`src/rtl/qlearn_pkg.sv`:
```
// Shared definitions for the Q-learning policy/accelerator slice.
// Contents: datapath widths, action count, FSM state encoding of the
// epsilon-greedy selector, LFSR feedback mask and the explore-action helper.
package qlearn_pkg;

    localparam int Q_W       = 16;
    localparam int STATE_W   = 6;
    localparam int ACTION_W  = 4;
    localparam int N_ACTIONS = 15;

    // Galois feedback mask for x^16 + x^14 + x^13 + x^11 + 1.
    localparam logic [15:0] LFSR_MASK = 16'hB400;

    typedef enum logic [2:0] {
        S_IDLE,
        S_EXPLORE,
        S_SCAN,
        S_LAST,
        S_DONE
    } sel_state_t;

    // Maps a random sample onto a legal action code. The low nibble is tried
    // first, then the next nibble, and action 1 is the last-resort fallback,
    // so code 0 ("no action") can never be produced.
    function automatic logic [ACTION_W-1:0] explore_action(input logic [7:0] r, input int n);
        logic [ACTION_W-1:0] lo;
        logic [ACTION_W-1:0] hi;
        lo = r[3:0];
        hi = r[7:4];
        if (lo != '0 && int'(lo) <= n) begin
            return lo;
        end else if (hi != '0 && int'(hi) <= n) begin
            return hi;
        end
        return ACTION_W'(1);
    endfunction

endpackage

```
`src/rtl/epsilon_greedy_selector_if.sv`:
```
// Decision request/response and Q-RAM read bus of the epsilon-greedy selector.
//   start, state, epsilon       : decision request (environment -> selector)
//   busy, done, action, explored: decision result (selector -> environment)
//   q_rd_state, q_rd_action     : Q-RAM read address (selector -> RAM)
//   q_rd_data                   : Q-RAM read data, one cycle after the address
// Modports: master = environment/RAM side, slave = selector.
interface epsilon_greedy_selector_if;
    import qlearn_pkg::*;

    logic                       start;
    logic [STATE_W-1:0]         state;
    logic [15:0]                epsilon;
    logic [STATE_W-1:0]         q_rd_state;
    logic [ACTION_W-1:0]        q_rd_action;
    logic signed [Q_W-1:0]      q_rd_data;
    logic                       busy;
    logic                       done;
    logic [ACTION_W-1:0]        action;
    logic                       explored;

    modport master (
        output start, state, epsilon, q_rd_data,
        input  q_rd_state, q_rd_action, busy, done, action, explored
    );

    modport slave (
        input  start, state, epsilon, q_rd_data,
        output q_rd_state, q_rd_action, busy, done, action, explored
    );

endinterface

```
`src/rtl/lfsr16.sv`:
```
// Free-running 16-bit Galois LFSR used as the exploration noise source.
//   clk   : rising-edge clock
//   rst   : asynchronous active-high reset, loads the seed
//   value : current LFSR state, never zero
module lfsr16 #(
    parameter logic [15:0] SEED = 16'hACE1
) (
    input  logic        clk,
    input  logic        rst,
    output logic [15:0] value
);
    import qlearn_pkg::*;

    // An all-zero state would lock the register up, so a zero seed is remapped.
    localparam logic [15:0] RESET_VALUE = (SEED == 16'h0000) ? 16'h0001 : SEED;

    // NOTE: sequential state is always updated with non-blocking assignments so
    // every flop samples pre-edge values regardless of block evaluation order.
    always_ff @(posedge clk or posedge rst) begin
        if (rst) begin
            value <= RESET_VALUE;
        end else begin
            value <= (value >> 1) ^ (value[0] ? LFSR_MASK : 16'h0000);
        end
    end

endmodule

```
`src/rtl/epsilon_greedy_selector.sv`:
```
// Epsilon-greedy policy stage feeding the Q-learning accelerator.
// On an accepted start it either explores (LFSR-derived action) or scans the
// N_ACTIONS Q-values of the latched state and returns the signed arg-max,
// lowest index winning ties.
//   clk : rising-edge clock
//   rst : asynchronous active-high reset (aborts any decision in progress)
//   bus : request/result handshake and Q-RAM read port (slave modport)
module epsilon_greedy_selector #(
    parameter int          N_ACTIONS = qlearn_pkg::N_ACTIONS,
    parameter logic [15:0] LFSR_SEED = 16'hACE1
) (
    input  logic                      clk,
    input  logic                      rst,
    epsilon_greedy_selector_if.slave  bus
);
    import qlearn_pkg::*;

    localparam logic [ACTION_W-1:0] FIRST_ACTION = ACTION_W'(1);
    localparam logic [ACTION_W-1:0] LAST_ACTION  = ACTION_W'(N_ACTIONS);

    sel_state_t             fsm;
    logic [15:0]            lfsr;
    logic [7:0]             r_lat;     // only the two low nibbles pick an action
    logic [ACTION_W-1:0]    pend_idx;  // action whose data is on q_rd_data now
    logic [ACTION_W-1:0]    best_idx;
    logic signed [Q_W-1:0]  best_q;
    logic                   take;

    lfsr16 #(.SEED(LFSR_SEED)) u_lfsr (
        .clk   (clk),
        .rst   (rst),
        .value (lfsr)
    );

    // The first returning word seeds the running max; later words win only
    // when strictly greater, which keeps the lowest index on ties.
    // NOTE: every always_comb output gets a default first so no latch is inferred.
    always_comb begin
        take = 1'b0;
        if (pend_idx == FIRST_ACTION || bus.q_rd_data > best_q) begin
            take = 1'b1;
        end
    end

    always_ff @(posedge clk or posedge rst) begin
        if (rst) begin
            fsm             <= S_IDLE;
            r_lat           <= '0;
            pend_idx        <= '0;
            best_idx        <= '0;
            best_q          <= '0;
            bus.q_rd_state  <= '0;
            bus.q_rd_action <= '0;
            bus.busy        <= 1'b0;
            bus.done        <= 1'b0;
            bus.action      <= '0;
            bus.explored    <= 1'b0;
        end else begin
            // The RAM answers one cycle late, so the address is tracked a cycle behind.
            pend_idx <= bus.q_rd_action;

            case (fsm)
                S_IDLE: begin
                    if (bus.start) begin
                        bus.q_rd_state <= bus.state;
                        r_lat          <= lfsr[7:0];
                        bus.busy       <= 1'b1;
                        if (lfsr < bus.epsilon) begin
                            fsm <= S_EXPLORE;
                        end else begin
                            fsm             <= S_SCAN;
                            bus.q_rd_action <= FIRST_ACTION;
                        end
                    end
                end

                S_EXPLORE: begin
                    bus.action   <= explore_action(r_lat, N_ACTIONS);
                    bus.explored <= 1'b1;
                    bus.done     <= 1'b1;
                    fsm          <= S_DONE;
                end

                S_SCAN: begin
                    if (pend_idx != '0 && take) begin
                        best_q   <= bus.q_rd_data;
                        best_idx <= pend_idx;
                    end
                    if (bus.q_rd_action == LAST_ACTION) begin
                        fsm <= S_LAST;
                    end else begin
                        bus.q_rd_action <= bus.q_rd_action + ACTION_W'(1);
                    end
                end

                S_LAST: begin
                    // Final word is folded in directly rather than via best_q.
                    bus.action      <= take ? pend_idx : best_idx;
                    bus.explored    <= 1'b0;
                    bus.q_rd_action <= '0;
                    bus.done        <= 1'b1;
                    fsm             <= S_DONE;
                end

                S_DONE: begin
                    bus.done <= 1'b0;
                    bus.busy <= 1'b0;
                    fsm      <= S_IDLE;
                end

                default: begin
                    fsm <= S_IDLE;
                end
            endcase
        end
    end

endmodule

```
`src/flat_wrapper.sv`:
```
// flat-port wrapper written by rule: the top's interface ports become plain ports
module epsilon_greedy_selector_flat import qlearn_pkg::*;
#(
    parameter int          N_ACTIONS = qlearn_pkg::N_ACTIONS,
    parameter logic [15:0] LFSR_SEED = 16'hACE1
)
  (clk, rst, bus_start, bus_state, bus_epsilon, bus_q_rd_data, bus_q_rd_state, bus_q_rd_action, bus_busy, bus_done, bus_action, bus_explored);
  epsilon_greedy_selector_if bus_i ();
  input  logic clk;
  input  logic rst;
  input wire logic [$bits(bus_i.start)-1:0] bus_start;
  input wire logic [$bits(bus_i.state)-1:0] bus_state;
  input wire logic [$bits(bus_i.epsilon)-1:0] bus_epsilon;
  input wire logic [$bits(bus_i.q_rd_data)-1:0] bus_q_rd_data;
  output wire logic [$bits(bus_i.q_rd_state)-1:0] bus_q_rd_state;
  output wire logic [$bits(bus_i.q_rd_action)-1:0] bus_q_rd_action;
  output wire logic [$bits(bus_i.busy)-1:0] bus_busy;
  output wire logic [$bits(bus_i.done)-1:0] bus_done;
  output wire logic [$bits(bus_i.action)-1:0] bus_action;
  output wire logic [$bits(bus_i.explored)-1:0] bus_explored;
  assign bus_i.start = bus_start;
  assign bus_i.state = bus_state;
  assign bus_i.epsilon = bus_epsilon;
  assign bus_i.q_rd_data = bus_q_rd_data;
  assign bus_q_rd_state = bus_i.q_rd_state;
  assign bus_q_rd_action = bus_i.q_rd_action;
  assign bus_busy = bus_i.busy;
  assign bus_done = bus_i.done;
  assign bus_action = bus_i.action;
  assign bus_explored = bus_i.explored;
  epsilon_greedy_selector #(.N_ACTIONS(N_ACTIONS), .LFSR_SEED(LFSR_SEED)) u_core (.clk(clk), .rst(rst), .bus(bus_i));
endmodule
```
`config.mk`:
```
export PLATFORM = sky130hd
export DESIGN_NAME = epsilon_greedy_selector_flat
export DESIGN_NICKNAME = d
export VERILOG_FILES = /design/src/rtl/qlearn_pkg.sv /design/src/rtl/epsilon_greedy_selector_if.sv /design/src/rtl/lfsr16.sv /design/src/rtl/epsilon_greedy_selector.sv /design/src/flat_wrapper.sv
export SDC_FILE = /design/constraint.sdc
export NUM_CORES = 1
export LEC_CHECK = 0
export ABC_AREA = 1
export BUFFER_PORTS_ARGS = -buffer_cell sky130_fd_sc_hd__clkbuf_2
export CAP_MARGIN = 20
export CORE_MARGIN = 2
export CORE_UTILIZATION = 30
export CTS_CLUSTER_SIZE = 16
export DETAILED_ROUTE_END_ITERATION = 8
export SLEW_MARGIN = 20
export SYNTH_ARGS = -nofsm -noshare
export SYNTH_HDL_FRONTEND = slang
export SYNTH_SLANG_ARGS = --single-unit
```
`constraint.sdc`:
```
create_clock -name clk -period 2.8 [get_ports clk]
set_clock_uncertainty 0.05 [all_clocks]
set_input_delay 0.28 -clock clk [delete_from_list [all_inputs] [get_ports clk]]
set_output_delay 0.28 -clock clk [all_outputs]
set_load 0.05 [all_outputs]
```
==> results.md <==
* Run status: complete, but fails checks
* Violations in the final reports: DRC
* Clock Power Share at 0.294
* Largest net degree at the start of global routing at 41
* Class of the worst hold path: input port to register
* Rel. slew slack at 0.598
* FFs w/ async S/R, synth at 1.00
* Worst-case register-to-register setup slack at 620 ps
* Buffer count from post-CTS setup fixing at 0
* CP delay by family, top: simple AND/OR/NAND/NOR gates
* CTS Root Buffer Type: sky130_fd_sc_hd__clkbuf_16
* Initial core utilization at 0.309
* Core area at 11500 um2
* Launch point of the worst hold path: bus_state[0]
* Syn-to-layout area delta at 21.8%
* CTS Sinks at 68
* Number of maximum-capacitance constraint violations at 0
* Yosys warning total at 0
* Maximum clock frequency at 458 MHz
* Minimum period implied by the final worst setup slack at 2180 ps
* Slew at the pin closest to its max-slew limit at 602 ps
* Critical path, cell by cell: inv_1 -> ha_1 -> a21oi_1 -> o21ai_1 -> a21oi_1 -> nand3_1 -> nand3_4 -> nand2_4 -> nand3_4 -> buf_12 -> nand2_1 -> o21ai_2
* Num rows at 39
* Total via count after detailed routing at 2535
* Worst reg2reg path endpoint: u_core.best_idx[2]
* Number of enable flip-flop cells after synthesis at 0
* Fraction of final layout cells sized beyond drive strength 1 at 0.325
* Number of distinct library cells after synthesis at 34
* Filler cell count at 1181
* Clk slew on worst S/H paths at 60 ps
* Netlist area before placement at 3560 um2
* Diodes inserted at 0
* Clock latency at the later pin of the worst-skew pair at 340 ps
* Critical path data arrival time at 2400 ps
* WL final at 7.12 mm
* Post-layout util at 0.377
* Final total negative setup slack at 0 ps
* Depth of the worst register-to-register path at 12
* Weighted congestion at the end of routability-driven global placement at 0.784
* Horiz. Die Dim at 113 um
* Mean instance size in the synthesized netlist at 9.84 um2
* Antenna viol nets, final at 0
* DR vias/cell at 4.39
* Total CTS buffers at 9
* Final clock period utilization by the worst path at 0.780
* Number of iterations in the first detailed-routing pass at 6
* Sw power at 1.58 mW
* Top Ports at 58
* Total count of hold-check failures in the final report at 0
* Syn nets at 435
* H-tree lvl count at 3
* Number of buffer cells added on primary ports at 57
* Wire length of the first global-routing pass at 12.6 mm
* Cell count of the worst hold path at 2
* Post-route design area at 4340 um2
* FF+latch count, synth at 68
* Worst-path maximum fanout at 40
* Vias in the first global route at 2670
* Logic pwr share at 0.367
* Portion of total power attributed to sequential cells at 0.339
* CP Launch Type: register
* Clock Path Buffers at 2
* Sequential cell area at 1710 um2
* Number of nets in the finished design at 502
* Number of buffers and inverters on the critical path at 2
* Post-DP Area at 4010 um2
* Cell leakage power at 2.26 nW
* RSZ-0062 raised after global routing: no
* Critical path's slowest cell: sky130_fd_sc_hd__dfrtp_1
* Post_cts resized at 0
* Hold Slack at 124 ps
* Number of antenna violations at the first check in global routing at 0
* Internal portion of total power at 2.54 mW
* Post-synth top flop: sky130_fd_sc_hd__dfrtp_1
* Power per unit of standard cell area at 950 nW/um2
* Beginning of the worst register-to-register path: u_core.best_q[13]
* Remaining DRCs at 5
* Total placed cells including tap cells at 560
* Commonest non-fill, non-tap cell in the layout: sky130_fd_sc_hd__dfrtp_1
* Height of the die at 113 um
* Most frequent cells in the layout: 60 x sky130_fd_sc_hd__dfrtp_1, 57 x sky130_fd_sc_hd__inv_1, 57 x sky130_fd_sc_hd__clkbuf_2
* Routed length per instance at 12.3 um
* Critical path data required time at 3010 ps
* Largest stage delay, worst path at 360 ps
* Non-Filler Instances at 577
* Switching part of the total power at 0.383
* Worst setup path class: register to register
* Endpoint of the worst hold-timing path: u_core.bus.q_rd_state[0]
* Seq/Total Area, Yosys at 0.481
* Critical path endpoint category: register
* Die footprint at 12800 um2
* Setup violation total in the final timing report at 0
* Gate Count Post-Synth at 362
* HPWL after detailed placement at 5.29 mm
* GRT Overall Usage at 0.125
* Drt initial violations at 113
* Highest ir drop seen on vdd at 0.000488 V
* CTS tree: done
* Footprint of the multi-input gates at 1580 um2
* Count of final max-slew check failures at 0
* Remaining global-route overflow at 0
## cell type report
| type | instances | share of cell area |
|---|---|---|
| clock buffers | 10 | 0.0528 |
| multi-input cells | 231 | 0.365 |
| repair buffers | 61 | 0.0761 |
| clock inverters | 6 | 0.0205 |
| flip-flops and latches | 68 | 0.395 |
| well taps | 143 | 0.0412 |
| inverters | 58 | 0.0502 |
## flip-flops by register name, indices dropped and copies added, names as in the netlist
signal	flops
u_core.bus.explored	1
u_core.r_lat	8
u_core.bus.action	4
u_core.fsm	3
u_core.pend_idx	4
u_core.bus.q_rd_state	6
u_core.best_idx	4
u_core.bus.busy	1
u_core.best_q	16
u_core.bus.done	1
u_core.u_lfsr.value	16
u_core.bus.q_rd_action	4
## through the flow
step	setup WS, ps	power (mW)
after detailed placement	607	2.95
after floorplan	772	2.59
after global placement	677	2.90
after CTS	611	4.19
after global routing	404	4.44
final	617	4.12
## metal layers
metal	part of all wire	vias up	GRT usage
met1	0.46	1157	0.159
met3	0.055	9	0.0428
met2	0.47	54	0.202
met4	0.011	0	0.0415
li1	-	1315	-
met5	0	-	0
## worst max path at each step
stage | slack, ps | from | cells after the start | to
after floorplan | 770 | rst | 1 | u_core.best_idx[0]
after global placement | 680 | bus_q_rd_data[13] | 12 | u_core.best_q[9]
after detailed placement | 610 | bus_q_rd_data[13] | 12 | u_core.best_idx[2]
after CTS | 610 | u_core.best_q[13] | 12 | u_core.best_idx[2]
after global routing | 400 | u_core.best_q[15] | 12 | u_core.best_idx[2]
final | 620 | u_core.best_q[13] | 12 | u_core.best_idx[2]
## power groups by stage
stage / logic [mW] / clock network [mW] / registers [mW]
4_1_cts: 1.54 / 1.25 / 1.40
3_3_place_gp: 1.49 / 0 / 1.41
3_5_place_dp: 1.53 / 0 / 1.42
6_report: 1.51 / 1.21 / 1.40
5_1_grt: 1.71 / 1.30 / 1.43
2_1_floorplan: 0.877 / 0 / 1.72
## synth_stat cells (3+ instances only)
master                    count  area (um2)
sky130_fd_sc_hd__a21oi_1     25         125
sky130_fd_sc_hd__dfstp_2      8         210
sky130_fd_sc_hd__nand2_2      3        18.8
sky130_fd_sc_hd__mux2_2      10         113
sky130_fd_sc_hd__nand4_1      4        25.0
sky130_fd_sc_hd__buf_6        4        45.0
sky130_fd_sc_hd__nor2_2      14        87.6
sky130_fd_sc_hd__xor2_1       4        35.0
sky130_fd_sc_hd__nand3_1     15        75.1
sky130_fd_sc_hd__nand2_1     49         184
sky130_fd_sc_hd__nor3_1       4        20.0
sky130_fd_sc_hd__a21oi_2     15         131
sky130_fd_sc_hd__nor2_1      22        82.6
sky130_fd_sc_hd__ha_1        32         400
sky130_fd_sc_hd__nor2_4       3        33.8
sky130_fd_sc_hd__dfrtp_1     60        1500
sky130_fd_sc_hd__o21ai_2      5        43.8
sky130_fd_sc_hd__o21ai_0      8        40.0
sky130_fd_sc_hd__inv_1       58         218
## logic make-up (layout without fill, tap and decap cells)
kind of cell,count (synthesis),after routing,share of synthesized area
AND/OR/NAND/NOR,121,121,0.171
adder cells (fa/ha/maj),32,32,0.112
multiplexers,10,10,0.0316
XOR/XNOR,5,5,0.0123
AO/OA/AOI/OAI,63,63,0.117
flip-flops,68,68,0.481
buffers and inverters,63,135,0.0752
## timing repair
item,4_1_cts,5_1_grt
setup endpoints to repair,0,0
hold buffers,1,0
endpoints found under the hold margin,18,0
No activity file was read; power rests on OpenSTA's default activity.
